File: src/rtl/cpu_ctl_pkg.sv
// Shared types and width helpers for the 6502 reset/ready sequencer.
// Imported by cpu_ctl_seq and any status decoder reading state_o.
package cpu_ctl_pkg;

    typedef enum logic [2:0] {
        ST_RESET      = 3'd0,
        ST_RESET_HOLD = 3'd1,
        ST_HALTED     = 3'd2,
        ST_RUNNING    = 3'd3,
        ST_STEP       = 3'd4
    } cpu_ctl_state_t;

    localparam int STATE_W = 3;

    function automatic int cnt_width(input int max_val);
        return (max_val < 1) ? 1 : $clog2(max_val + 1);
    endfunction

endpackage

File: src/rtl/cpu_ctl_seq.sv
// Sequences 6502 reset/RDY from MCU commands: counted reset hold,
// cpu_en-aligned RDY, bus-master stalls and counted single-step.
module cpu_ctl_seq
    import cpu_ctl_pkg::*;
#(
    parameter int NUM_HOLD     = 2,
    parameter int RESET_CYCLES = 2,
    parameter int STEP_CYCLES  = 1
) (
    input  logic                clk_sys_i,
    input  logic                reset_n_i,
    input  logic                cpu_en_i,
    input  logic                cmd_valid_i,
    input  logic                cmd_reset_i,
    input  logic                cmd_ready_i,
    input  logic                cmd_step_i,
    input  logic [NUM_HOLD-1:0] hold_i,
    output logic                cpu_reset_o,
    output logic                cpu_ready_o,
    output logic [STATE_W-1:0]  state_o,
    output logic                busy_o
);

    localparam int HOLD_W = cnt_width(RESET_CYCLES);
    localparam int STEP_W = cnt_width(STEP_CYCLES);
    localparam logic [HOLD_W-1:0] HOLD_MAX = HOLD_W'(RESET_CYCLES);
    localparam logic [STEP_W-1:0] STEP_MAX = STEP_W'(STEP_CYCLES);

    cpu_ctl_state_t    state, state_nx;
    logic              ready_req, req_nx;
    logic [HOLD_W-1:0] hold_cnt, hcnt_nx, hold_sat;
    logic [STEP_W-1:0] step_cnt, scnt_nx, step_sat;
    logic              rst_nx, rdy_nx, held;

    assign held     = |hold_i;
    assign hold_sat = (hold_cnt == HOLD_MAX) ? hold_cnt : hold_cnt + 1'b1;
    assign step_sat = (step_cnt == STEP_MAX) ? step_cnt : step_cnt + 1'b1;

    always_comb begin
        req_nx   = cmd_valid_i ? cmd_ready_i : ready_req;
        state_nx = state;
        hcnt_nx  = hold_cnt;
        scnt_nx  = step_cnt;
        rst_nx   = cpu_reset_o;
        if (cmd_valid_i && cmd_reset_i) begin
            state_nx = ST_RESET;
            hcnt_nx  = '0;
            scnt_nx  = '0;
            rst_nx   = 1'b1;
        end else begin
            unique case (state)
                ST_RESET: begin
                    rst_nx = 1'b1;
                    if (cmd_valid_i) begin
                        state_nx = ST_RESET_HOLD;
                        hcnt_nx  = '0;
                    end
                end
                ST_RESET_HOLD: begin
                    if (cpu_en_i) begin
                        hcnt_nx = hold_sat;
                        if (hold_sat == HOLD_MAX) begin
                            rst_nx   = 1'b0;
                            state_nx = req_nx ? ST_RUNNING : ST_HALTED;
                        end
                    end
                end
                ST_HALTED: begin
                    if (cmd_valid_i) begin
                        if (cmd_step_i) begin
                            state_nx = ST_STEP;
                            scnt_nx  = '0;
                        end else begin
                            state_nx = cmd_ready_i ? ST_RUNNING : ST_HALTED;
                        end
                    end
                end
                ST_RUNNING: begin
                    if (cmd_valid_i)
                        state_nx = cmd_ready_i ? ST_RUNNING : ST_HALTED;
                end
                ST_STEP: begin
                    // only cycles the CPU actually executed count as steps
                    if (cpu_en_i && cpu_ready_o && !held) begin
                        scnt_nx = step_sat;
                        if (step_sat == STEP_MAX)
                            state_nx = req_nx ? ST_RUNNING : ST_HALTED;
                    end
                end
                default: begin
                    state_nx = ST_RESET;
                    rst_nx   = 1'b1;
                end
            endcase
        end

        rdy_nx = cpu_ready_o;
        if (state_nx == ST_RESET)
            rdy_nx = 1'b0;
        else if (cpu_en_i)
            rdy_nx = (state_nx == ST_RUNNING || state_nx == ST_STEP)
                     && !held && !cpu_reset_o;
    end

    always_ff @(posedge clk_sys_i or negedge reset_n_i) begin
        if (!reset_n_i) begin
            state       <= ST_RESET;
            ready_req   <= 1'b0;
            hold_cnt    <= '0;
            step_cnt    <= '0;
            cpu_reset_o <= 1'b1;
            cpu_ready_o <= 1'b0;
        end else begin
            state       <= state_nx;
            ready_req   <= req_nx;
            hold_cnt    <= hcnt_nx;
            step_cnt    <= scnt_nx;
            cpu_reset_o <= rst_nx;
            cpu_ready_o <= rdy_nx;
        end
    end

    assign state_o = state;
    assign busy_o  = (state == ST_RESET_HOLD) || (state == ST_STEP);

endmodule

File: config.mk
export PLATFORM = sky130hd
export DESIGN_NAME = cpu_ctl_seq
export DESIGN_NICKNAME = d
export VERILOG_FILES = /design/src/rtl/cpu_ctl_pkg.sv /design/src/rtl/cpu_ctl_seq.sv
export SDC_FILE = /design/constraint.sdc
export NUM_CORES = 1
export LEC_CHECK = 0
export ABC_AREA = 0
export CAP_MARGIN = 20
export CORE_AREA = 3 3 40 42
export CTS_BUF_LIST = sky130_fd_sc_hd__clkbuf_4
export CTS_CLUSTER_SIZE = 40
export DETAILED_ROUTE_END_ITERATION = 7
export DIE_AREA = 0 0 43 45
export GPL_TIMING_DRIVEN = 1
export PLACE_DENSITY_LB_ADDON = 0.1
export SLEW_MARGIN = 20
export SYNTH_ARGS = -nofsm -noshare
export SYNTH_HDL_FRONTEND = slang
export SYNTH_SLANG_ARGS = --single-unit
File: constraint.sdc
create_clock -name clk_sys_i -period 1.5 [get_ports clk_sys_i]
set_input_delay 0.3 -clock clk_sys_i [delete_from_list [all_inputs] [get_ports clk_sys_i]]
set_output_delay 0.3 -clock clk_sys_i [all_outputs]
set_load 0.02 [all_outputs]
==> results.md, run 1 <==
- The synthesized area per cell is 8.72 sq um.
- The hold violation count in the final report is 0.
- STA classifies the critical path startpoint as a register.
- Of all cell types, the one taking the most synthesized area is dfrtp_1.
- The net count after synthesis is 73.
- The switching power as a share of total power is 0.404.
- The tightest hold path in the finished design has a slack of 0.314 ns.
- The number of nets in the layout is 101.
- TritonCTS built the clock tree.
- The fraction of power consumed by sequential logic is 0.233.
- The synthesized design contains 8 register bits.
- The number of buffers inserted by port buffering is 14.
- The initial antenna violation count was 0.
- The post-route clock skew is 0.0128 ns.
- For this configuration, the core starts out at a cell density of 0.427.
- The worst setup path is of the register to register kind.
- Sorting the synthesized cells by area gives the leading types as dfrtp_1 32%, nand2_1 7.5%, dfstp_2 4.8%.
- The remaining design rule violation count is 0.
- The proportion of power drawn by the clock network is 0.154.
- The deepest clock path buffer count is 2.
- In the post-synthesis netlist, the cell with the most instances is nand2_1.
- In the routed layout, each cell is associated on average with a via count of 5.14.
- The number of max-slew violations in the final report is 0.
- STA classifies the critical path endpoint as a register.
- The area share of the largest cell type after synthesis is 0.319.
- In this run the worst path has a maximum fanout of 3.
- The area used by multi-input combinational logic is 332 sq um.
- The share of total power dissipated in combinational logic is 0.613.
- The number of buffers added by the clock tree synthesis step is 3.
- Across the run, the number of max-cap violations was 0.
- CTS built an H-tree with a depth of 1.
- In the global route stage, overall resource usage came out at 0.160.
- The via count of the first global-routing pass is 533.
- Counting tap cells, the placed design contains a total of 101 instances.
- STA puts the critical path data required time at 1.66 ns.
- The slew at the pin closest to its max-slew limit is 0.369 ns.
- Setup violations remaining at the end of the flow were counted as 0.
- The mapped netlist covers 549 sq um.
- By count the netlist is led by 11 x nand2_1, 7 x dfrtp_1, 6 x inv_1, 4 x a21oi_1.
- At the end of routability-driven placement, the weighted congestion stood at 0.945.
- The count of synthesis-stage warnings from yosys is 0.
- The final period utilization is 0.972.
- The number of antenna diodes is 0.
- The die is 45 um tall.
- The count of TritonRoute iterations in the first routing pass is 4.
- The kind of path behind the tightest hold check is input pin to asynchronous set/reset pin.
- The total length of routed wires is 1340 um.
- The floorplan die area is 0.00194 sq mm.
- Summing all flip-flop and latch instances after layout gives 201 sq um.
- 15 I/O pins were placed.
- The final-layout fill cell count is 122.
- The number of vias after detailed routing is 540.
- The first global-routing pass estimated 2300 um of wire.
- The flow ran to the end, and the final reports show no timing, DRC or antenna violations.
- The area overhead of the layout relative to synthesis is 48.3%.
- In this run the tightest slew margin relative to its limit is 0.751.
- For this design, the CTS-stage hold fixing added 0 buffers.
- The root cell of the clock tree is clkbuf_4.
- The core box area is 0.00128 sq mm.
- For this run, the register share of the synthesized area comes to 0.367.
- The clock-pin slew reported for the worst setup and hold paths after clock tree synthesis is 0.06 ns.
- The maximum clock frequency is 0.686 GHz.
- The mean routed wirelength per cell is 12.7 um.
- Once detail routing completed, the nets flagged for antenna violations numbered 0.
- The HPWL reported at the end of detailed placement is 1010 um.
- The die is 43 um wide.
- The clock sink total is 8.
- Entering global routing, the biggest net connects 12 pins.
- The share of final-layout standard cells stronger than drive strength 1 is 0.311.
- The share of synthesized flip-flops with an asynchronous set or reset is 1.00.
- The synthesized netlist cell count is 63.
- The number of flops mapped to enable cells by yosys is 0.
- The number of cells on the worst reg-to-reg path is 7.
- The finished layout holds 105 standard cells, fillers aside.
- The latest clock arrival within the worst-skew pair is 0.26 ns.
- The static leakage power is 0.378 nW.
- Setup repair after global routing could not meet its margin everywhere.
- The cell area power density is 1580 mW/mm^2.
- Global routing finished with a remaining overflow of 0.
- The data arrival time at the worst-slack endpoint is 1.62 ns.
- The shortest period the worst path allows is 1.46 ns.
- The internal portion of the total power is 766 uW.
- The maximum vdd drop is 0.696 mV.
- Among all flip-flop cells after synthesis, the most frequent one is dfrtp_1.
- For this design the total switching power over the nets is 519 uW.
- The detailed router's first-iteration violation count is 13.
- The floorplan has 13 rows.
- The number of distinct library cells after synthesis is 31.
-- final timing paths --
check	start	endpoint	slack [ns]
worst max-delay path	hold_cnt[1]	cpu_ready_o	0.04
worst min-delay path	reset_n_i	state_o[0]	0.31
worst max register to register	hold_cnt[1]	cpu_ready_o	0.04
worst min register to register	ready_req	ready_req	0.50
max in group asynchronous	reset_n_i	cpu_reset_o	0.87
min in group clk_sys_i	ready_req	ready_req	0.50
-- final cells by class --
class	count	area share
Clock buffer	4	0.0369
Tap cell	15	0.0230
Inverter	6	0.0276
Multi-Input combinational cell	47	0.407
Timing Repair Buffer	25	0.258
Sequential cell	8	0.247
-- placed cells by master, fill, tap and decap left out, types with 3 or more instances in the layout --
master and n:
buf_4 11, clkdlybuf4s50_1 7, a21oi_1 4, inv_1 4
clkbuf_4 4, o22ai_1 3, dlygate4sd2_1 6, o21ai_0 3
nor2_1 3, nand2_1 11, dfrtp_1 7
-- critical path, cell delays in order, from the launching register on --
cell	delay, ns
dfrtp_1	0.33
inv_2	0.05
ha_4	0.27
a21oi_1	0.07
a2bb2oi_2	0.15
o21ai_2	0.17
nor2_1	0.07
o41ai_2	0.26
-- metrics by stage --
step	setup WS [ns]	TNS (ns)	util	cell area, sq um	power, mW
6_report	0.0418	0	0.634	815	1.29
3_3_place_gp	-0.300	-0.760	0.606	778	1.07
5_1_grt	-0.0829	-0.0829	0.634	815	1.38
2_1_floorplan	0.0232	0	-	549	0.790
3_5_place_dp	-0.346	-0.863	0.606	778	1.08
4_1_cts	0.00890	0	0.639	821	1.31
-- sequential cells by signal, indices dropped and copies added, names as in the netlist --
| signal | cells |
|---|---|
| hold_cnt | 2 |
| state_o | 3 |
| cpu_reset_o | 1 |
| ready_req | 1 |
| cpu_ready_o | 1 |
-- power groups by stage --
stage | combinational [mW] | clock, mW | sequential [mW]
global placement | 0.774 | 0 | 0.301
floorplan | 0.426 | 0 | 0.364
CTS | 0.806 | 0.206 | 0.301
finish | 0.788 | 0.198 | 0.299
detailed placement | 0.783 | 0 | 0.302
global route | 0.863 | 0.215 | 0.306
-- logic make-up after synthesis --
logic type | after synthesis | synth area share
simple gates | 26 | 0.271
compound gates | 18 | 0.239
buf+inv | 8 | 0.0638
flops | 8 | 0.367
xor+xnor | 1 | 0.0159
mux | 1 | 0.0205
fa+ha+maj | 1 | 0.0228
-- repair_timing --
action / 4_1_cts / 5_1_grt
endpoints found under the setup margin: 7 / 2
setup buffers: 0 / 0
resized for setup: 13 / 1
hold endpoints to repair: 0 / 0
pin swaps: 3 / 1
-- per-layer routing --
| metal | GRT usage | wire [um] |
|---|---|---|
| met1 | 0.204 | 622 |
| met2 | 0.263 | 615 |
| met3 | 0.0319 | 90 |
| met4 | 0.0723 | 9 |
| met5 | 0 | 0 |
No activity file was read; power rests on OpenSTA's default activity.
==> inputs of run 2 (changes only) <==
--- a/config.mk
+++ b/config.mk
@@ -15,2 +15,3 @@
 export GPL_TIMING_DRIVEN = 1
+export MAX_ROUTING_LAYER = met4
 export PLACE_DENSITY_LB_ADDON = 0.1
--- a/constraint.sdc
+++ b/constraint.sdc
@@ -3,2 +3,2 @@
 set_output_delay 0.3 -clock clk_sys_i [all_outputs]
-set_load 0.02 [all_outputs]
+set_load 0.01 [all_outputs]
==> results.md, run 2 (same netlist as run 1, synthesis figures left out) <==
- The run finished with clean final reports.
- The number of nets in the layout is 102.
- Static timing analysis puts the maximum clock frequency at 0.683 GHz.
- At the pin with the least slew margin, the transition time is 0.373 ns.
- VDD sags by at most 0.608 mV.
- The tool flagged a number of max-cap violations equal to 0.
- The register with the most flip-flops in the layout has 3 of them.
- In this run the worst hold path is classified as input pin to asynchronous set/reset pin.
- In this run the power density over the cells is 1570 mW/mm^2.
- The worst register-to-register path has a depth of 7.
- The number of buffers added by the clock tree synthesis step is 3.
- The detail route stage leaves a number of antenna-violating nets equal to 0.
- The number of antenna diodes in the final layout is 0.
- Together, buffers and inverters on the worst path number 1.
- The first global-routing pass estimated 2440 um of wire.
- The share of final-layout standard cells stronger than drive strength 1 is 0.330.
- Headroom to the max-slew limit came out at 0.748.
- The number of max-slew violations in the final report was 0.
- The clock-pin slew reported for the worst setup and hold paths after clock tree synthesis is 0.07 ns.
- TritonCTS built the clock tree.
- The detailed router's first-iteration violation count is 11.
- The total routing resource utilization after global routing is 0.178.
- The kind of launch point of the worst setup path is an input pin.
- For this design the top-level I/O count stands at 15.
- In this run the register-to-register setup slack is 0.06 ns.
- At the later pin of the worst-skew pair, clock insertion delay measures 0.26 ns.
- The floorplan die area is 0.00194 sq mm.
- Between clock sinks in the finished design, the worst skew comes to 0.0150 ns.
- The number of placed cells counting well taps is 101.
- The floorplan step set the die height to 45 um.
- The placed cell area is 778 sq um.
- The static leakage power is 0.400 nW.
- The via count of the first global-routing pass is 555.
- The initial utilization of the core area, before any placement, comes to 0.427.
- The library cells used most frequently in the layout, excluding fill and tap cells, are 12 x buf_4, 11 x nand2_1, 7 x clkdlybuf4s50_1, 6 x dfrtp_1, 5 x dlygate4sd2_1.
- The total length of routed wires is 1380 um.
- The deepest clock path buffer count is 2.
- The commonest non-fill, non-tap cell in the layout is buf_4.
- In the finished design, the share of the clock period the worst path needs comes to 0.976.
- The number of H-tree levels is 1.
- The count of standard-cell rows is 13.
- For the final routed database, the setup TNS stands at 0 ns.
- The cell family contributing the most delay on the critical path is buffers and inverters.
- The largest net degree at the start of global routing is 11.
- STA classifies the critical path endpoint as a register.
- The clock sink total is 8.
- The initial antenna violation count is 0.
- Data on the critical path is required at its endpoint by 1.64 ns.
- The classification of the worst setup path is input pin to register.
- The area overhead of the layout relative to synthesis is 53.1%.
- The count of TritonRoute iterations in the first routing pass is 4.
- At the worst endpoint, the arrival time is 1.61 ns.
- After filler insertion, the fill cell instance count of the layout stands at 107.
- The core box area is 0.00128 sq mm.
- The count of cells in the finished layout, fillers not included, comes to 106.
- The largest fanout on the critical path is 2.
- The shortest period the worst path allows is 1.46 ns.
- The total overflow left after global routing is 0.
- The hold violation count in the final report is 0.
- The die is 43 um wide.
- Walking the worst path, the cells encountered are clkdlybuf4s50_1 > mux2_2 > a21oi_1 > o22ai_2 > a21oi_2 > o41ai_2.
- The total power of the final layout is 1.32 mW.
- The finished cells cover 841 sq um.
- The mean routed wirelength per cell is 13.0 um.
- Port buffering added 14 buffers.
- Among all stages on the critical path, the largest delay is contributed by clkdlybuf4s50_1.
- On the worst path, the slowest cell contributes a delay of 0.49 ns.
- Setup repair after global routing could not meet its margin everywhere.
- The root cell of the clock tree is clkbuf_4.
- The mean number of vias per cell is 5.21.
- Detailed routing inserted a total of 552 vias.
- The remaining design rule violation count is 0.
- At the end of routability-driven placement, the weighted congestion stood at 0.915.
- The worst reg2reg path endpoint is cpu_ready_o.
- The wire-length estimate of the detail-placed layout is 1060 um.
- The source of the worst register-to-register timing path is hold_cnt[0].
- Setup violations remaining at the end of the flow were counted as 0.
## run 2: metrics by stage
stage / hold WS, ns / utilization / setup WS [ns]
final: 0.320 / 0.654 / 0.0354
after global routing: 0.333 / 0.654 / -0.0669
after CTS: 0.327 / 0.639 / 0.00788
after detailed placement: 0.522 / 0.606 / -0.343
after global placement: 0.488 / 0.606 / -0.302
after floorplan: 0.00441 / - / 0.0830
## run 2: report_power, final
group          internal (mW)  total (mW)  switching (mW)
clock                  0.120       0.204          0.0836
sequential             0.276       0.318          0.0427
combinational          0.418       0.795           0.377
## run 2: final cells by class
type	instances	area (sq um)	share of cell area
Inverter	6	22.5	0.0268
Sequential cell	8	203	0.241
Multi-Input combinational cell	47	340	0.405
Tap cell	15	18.8	0.0223
Clock buffer	4	30.0	0.0357
Timing Repair Buffer	26	226	0.269
## run 2: worst max-delay path by stage
stage                      from          end  slack (ns)  cells past startpoint
global placement       cpu_en_i  cpu_ready_o       -0.30                      6
detailed placement     cpu_en_i  cpu_ready_o       -0.34                      6
floorplan            state_o[2]  cpu_ready_o        0.08                      6
global route        hold_cnt[0]  cpu_ready_o       -0.07                      7
finish              cmd_valid_i  cpu_ready_o        0.04                      6
CTS                 hold_cnt[0]  cpu_ready_o       0.008                      7
## run 2: timing repair
item	in CTS	in global routing
hold buffers	0	0
endpoints found under the setup margin	6	3
hold endpoints to repair	0	0
resized for setup	9	6
pin swaps	1	7
buffers inserted	0	1
## run 2: layer usage
| metal | vias to the layer above | wire [um] | track usage |
|---|---|---|---|
| li1 | 286 | - | - |
| met3 | 4 | 83 | 0.0398 |
| met2 | 17 | 637 | 0.296 |
| met5 | - | 0 | - |
| met4 | 0 | 29 | 0.0904 |
| met1 | 245 | 631 | 0.201 |
